--- config.mk ---
export PLATFORM = sky130hd
export DESIGN_NAME = membrane_accumulator
export DESIGN_NICKNAME = d
export VERILOG_FILES = /design/src/rtl/membrane_accumulator.sv
export SDC_FILE = /design/constraint.sdc
export NUM_CORES = 1
export LEC_CHECK = 0
export ABC_CLOCK_PERIOD_IN_PS = 5900
export BUFFER_PORTS_ARGS = -buffer_cell sky130_fd_sc_hd__buf_2
export CAP_MARGIN = 20
export CORE_ASPECT_RATIO = 1.5
export CORE_UTILIZATION = 47
export DETAILED_ROUTE_END_ITERATION = 7
export GPL_TIMING_DRIVEN = 0
export PLACE_DENSITY = 0.73
export SLEW_MARGIN = 20
export SYNTH_ARGS = -nofsm -noshare
export SYNTH_HDL_FRONTEND = slang
export SYNTH_SLANG_ARGS = --single-unit
--- constraint.sdc ---
create_clock -name clk -period 5.9 [get_ports clk]
set_input_delay 1.18 -clock clk [delete_from_list [all_inputs] [get_ports clk]]
set_output_delay 1.18 -clock clk [all_outputs]
set_load 0.03 [all_outputs]
--- src/rtl/membrane_accumulator.sv ---
// Membrane potential accumulator: sums NUM_PSUM partial sums per timestep on
// top of the residue returned by the threshold stage, hands the potential
// downstream and takes the new residue back. The residue is cleared after
// NUM_TIMESTEPS timesteps, which starts a new inference.
module membrane_accumulator #(
    parameter int WIDTH         = 8,
    parameter int PSUM_WIDTH    = 8,
    parameter int NUM_PSUM      = 3,
    parameter int NUM_TIMESTEPS = 2,
    parameter int TS_W          = (NUM_TIMESTEPS > 1) ? $clog2(NUM_TIMESTEPS) : 1
) (
    input  logic                  clk,
    input  logic                  rst,
    input  logic [PSUM_WIDTH-1:0] psum_data,
    input  logic                  psum_valid,
    output logic                  psum_ready,
    output logic [WIDTH-1:0]      pot_data,
    output logic                  pot_valid,
    input  logic                  pot_ready,
    output logic                  pot_sat,
    input  logic [WIDTH-1:0]      res_data,
    input  logic                  res_valid,
    output logic                  res_ready,
    output logic [TS_W-1:0]       timestep,
    output logic                  done
);

    localparam int CNT_W = (NUM_PSUM > 1) ? $clog2(NUM_PSUM + 1) : 1;

    typedef enum logic [1:0] {
        ST_ACCUM    = 2'd0,
        ST_SEND     = 2'd1,
        ST_WAIT_RES = 2'd2
    } state_t;

    state_t             state_r;
    state_t             state_next_s;
    // The accumulator doubles as the residue register: the returned residue is
    // loaded straight into it as the start value of the next timestep.
    logic [WIDTH-1:0]   acc_r;
    logic [CNT_W-1:0]   count_r;
    logic [TS_W-1:0]    ts_r;
    logic               sat_r;
    logic               done_r;

    logic [WIDTH:0]     sum_s;
    logic               last_psum_s;
    logic               last_ts_s;

    assign sum_s       = {1'b0, acc_r} + (WIDTH + 1)'(psum_data);
    assign last_psum_s = (count_r == CNT_W'(NUM_PSUM - 1));
    assign last_ts_s   = (ts_r == TS_W'(NUM_TIMESTEPS - 1));

    // Handshake flags decode directly from the state register (glitch-free).
    assign psum_ready = (state_r == ST_ACCUM);
    assign pot_valid  = (state_r == ST_SEND);
    assign res_ready  = (state_r == ST_WAIT_RES);
    assign pot_data   = acc_r;
    assign pot_sat    = sat_r;
    assign timestep   = ts_r;
    assign done       = done_r;

    // State register.
    always_ff @(posedge clk) begin
        if (rst) begin
            state_r <= ST_ACCUM;
        end else begin
            state_r <= state_next_s;
        end
    end

    // Next-state logic: each state opens exactly one input channel.
    always_comb begin
        state_next_s = state_r;
        case (state_r)
            ST_ACCUM: begin
                if (psum_valid && last_psum_s) begin
                    state_next_s = ST_SEND;
                end else begin
                    state_next_s = ST_ACCUM;
                end
            end
            ST_SEND: begin
                if (pot_ready) begin
                    state_next_s = ST_WAIT_RES;
                end else begin
                    state_next_s = ST_SEND;
                end
            end
            ST_WAIT_RES: begin
                if (res_valid) begin
                    state_next_s = ST_ACCUM;
                end else begin
                    state_next_s = ST_WAIT_RES;
                end
            end
            default: begin
                state_next_s = ST_ACCUM;
            end
        endcase
    end

    // Datapath: saturating accumulate, residue reload, timestep and done pulse.
    always_ff @(posedge clk) begin
        if (rst) begin
            acc_r   <= {WIDTH{1'b0}};
            count_r <= {CNT_W{1'b0}};
            ts_r    <= {TS_W{1'b0}};
            sat_r   <= 1'b0;
            done_r  <= 1'b0;
        end else begin
            done_r <= 1'b0;
            case (state_r)
                ST_ACCUM: begin
                    if (psum_valid) begin
                        count_r <= count_r + CNT_W'(1);
                        if (sum_s[WIDTH]) begin
                            acc_r <= {WIDTH{1'b1}};
                            sat_r <= 1'b1;
                        end else begin
                            acc_r <= sum_s[WIDTH-1:0];
                        end
                    end
                end
                ST_WAIT_RES: begin
                    if (res_valid) begin
                        count_r <= {CNT_W{1'b0}};
                        sat_r   <= 1'b0;
                        if (!last_ts_s) begin
                            acc_r <= res_data;
                            ts_r  <= ts_r + TS_W'(1);
                        end else begin
                            acc_r  <= {WIDTH{1'b0}};
                            ts_r   <= {TS_W{1'b0}};
                            done_r <= 1'b1;
                        end
                    end
                end
                default: begin
                    acc_r <= acc_r;
                end
            endcase
        end
    end

endmodule

==> metrics.cfg <==
[cts]
post_cts_resized = 0
numCtsBuffers = 3
clk_latency_ns = 0.29
htree_levels = 1
cts_tree = done
cts_buffer_depth = 2
root_buffer = clkbuf_4
cts_num_sinks = 15
cts_setup_buffers = 0
hold_buffers = 0
path_clk_slew_ns = 0.09

[setup_path]
critPathMaxFanout = 7
reg2reg_slack_ns = 3.71
regToRegStartpoint = pot_data[0]
worstPathArrival_ns = 2.99
slowest_delay_ns = 0.48
worst_r2r_endpoint = pot_data[5]
critical_path_class = input port to flip-flop
crit_slowest_cell = a211oi_1
crit_path_start = psum_data[0]
reg2reg_depth = 6
cp-start-kind = input port
required_ns = 6.05
worst_setup_path_end_kind = flip-flop
crit_chain = buf_2, ha_1, fa_1, a211oi_1, o211ai_1, nand2_1, a41oi_1

[routing]
drt_iter0_drc = 22
dr.pass1.iters = 6
post_drt_wl_per_cell_um = 14.1
drc = 2
route.vias.total = 1124
vias_per_cell = 5.88
final_antenna_net_count = 0
drt_wl_total_um = 2690

[place]
portBuffers = 34
hpwl_um = 2130
gp_congestion = 0.850

[hold_path]
min-delay-start = pot_sat
hold_path_depth = 2
hold_class = flip-flop to flip-flop
hold_end = pot_sat

[timing]
fin_crit_sh_pct = 48.1
max_slew_margin_pct = 62.5
finalClockSkew_ns = 0.00369
fmaxAchievable_ghz = 0.352
final_hold_viol_count = 0
drv_slew = 0
fin_tns_setup_ns = 0
layout_min_cycle_time_ns = 2.84
setup_viol = 0
rsz0062_at_grt = no
worstMarginPinSlew_ns = 0.559

[synthesis]
netlist-cell-type-count = 37
synth_edf_count = 0
synth_top_flop_cell = dfxtp_1
avgSynthCellArea_um2 = 8.44
yosysTopAreaCell = dfxtp_1
synth.top_cells.by_area = dfxtp_1 27%, ha_1 10%, mux2i_1 6.4%
syn_area_mm2 = 0.00110
synthCells = 130
syn_nets = 161
synth_seq_cells = 15
ys.warnings.count = 0
ys_async_sr_fraction_pct = 0
synth_top_area_share_pct = 27.4
synth-seq-area-share_pct = 27.4

[die]
std_cell_rows = 21
fp.dieW_um = 41.5
core-area_mm2 = 0.00221
die_y_um = 61.2
die_area_mm2 = 0.00254
start_util_pct = 49.7
ios = 35

[final_layout]
diodes = 0
areaGrowthSynthToFinish_pct = 20.5
nets = 200
final_layout_size_suffix_gt1_share_pct = 25.6

[grt]
grt_usage_pct = 22.1
grt_pass1_vias = 1021
grt_max_degree = 11
grt_pass1_wl_um = 4370
grt-ovfl-total = 0
antenna_found_initial = 0

[power]
finalPower_mw = 0.311
powerDensity_mw_per_mm2 = 235
ir_drop_mv = 0.129
p_leak_nw = 0.627

[run]
maxCapViolCount = 0

[run_status]
violations = DRC
status = complete, but fails checks

-- layout by cell type, fill, tap and decap left out, types with 2 or more instances in the layout --
master	n
nor2_1	13
nor2b_1	2
a311oi_1	4
a31oi_1	3
buf_2	36
xnor2_1	3
xor2_1	2
o21ai_0	8
ha_1	9
clkbuf_1	3
o211ai_1	5
a211oi_1	6
a21o_1	2
a221o_1	3
a21oi_1	10
mux2i_1	7
inv_1	11
clkbuf_4	3
dfxtp_1	15
a22oi_1	2
nand2_1	4
-- per-layer routing --
metal | track usage (%) | up-vias | wire length, µm
li1 | - | 562 | -
met4 | 12.4 | 0 | 54
met1 | 25.7 | 521 | 1140
met3 | 1.17 | 6 | 100
met5 | 0 | - | 0
met2 | 40.8 | 35 | 1390
-- worst max-delay path by stage --
| stage | to | cells past startpoint |
|---|---|---|
| floorplan | pot_data[6] | 6 |
| global placement | pot_data[5] | 7 |
| detailed placement | pot_data[5] | 7 |
| CTS | pot_data[5] | 7 |
| global route | pot_data[0] | 7 |
| finish | pot_data[5] | 7 |
-- layout make-up --
cell class | count | area, µm²
repair buffers | 34 | 170
clock buffers | 4 | 26.3
multi-input cells | 98 | 719
inverters | 11 | 41.3
flip-flops and latches | 15 | 300
plain buffers | 6 | 36.3
well taps | 23 | 28.8
fillers | 221 | 885
-- power by group --
part	switching, mW	total, mW	internal (mW)
clock network	0.0335	0.0598	0.0263
logic	0.0772	0.131	0.0542
registers	0.00824	0.120	0.111
total	0.119	0.311	0.192
-- worst max-delay path: cells and delay by family --
| family | cells | cell delay, ns |
|---|---|---|
| buffers and inverters | 1 | 0.10 |
| adder cells (fa/ha/maj) | 2 | 0.63 |
| AND/OR/NAND/NOR | 1 | 0.24 |
| AO/OA/AOI/OAI | 3 | 0.84 |
-- stage by stage --
| step | setup WS [ns] | area, µm² | hold WS (ns) | util [%] | std cells |
|---|---|---|---|---|---|
| after global routing | 2.97 | 1320 | 0.544 | 59.9 | 191 |
| after global placement | 2.82 | 1300 | 0.474 | 58.7 | 187 |
| after floorplan | 3.20 | 1100 | 0.481 | - | 130 |
| after CTS | 3.08 | 1320 | 0.508 | 59.9 | 191 |
| final | 3.06 | 1320 | 0.503 | 59.9 | 191 |
| after detailed placement | 2.78 | 1300 | 0.487 | 58.7 | 187 |
-- registers in the layout, indices dropped and copies added (netlist names) --
register / cells
pot_sat: 1
count_r: 2
pot_data: 8
done: 1
state_r: 2
timestep: 1
-- cell families after synthesis --
group                    Yosys count  share of synthesized area (%)
flip-flops                        15                           27.4
multiplexers                       7                           6.39
AO/OA/AOI/OAI                     50                           31.6
buffers and inverters             17                           7.07
AND/OR/NAND/NOR                   26                           11.5
XOR/XNOR                           5                           3.99
adder cells (fa/ha/maj)           10                           12.1
-- cells in the mapped netlist, types with 2 or more instances --
master and instances:
o211ai_1 5, a21oi_1 10, a311oi_1 4, nor2b_1 2, a31oi_1 3, o21ai_0 8
xor2_1 2, inv_1 11, a211oi_1 6, a221o_1 3, a21o_1 2, mux2i_1 7
ha_1 9, a22oi_1 2, nand2_1 4, clkbuf_1 2, buf_2 2, dfxtp_1 15
nor2_1 13, xnor2_1 3
(Power assumes the default switching activity.)
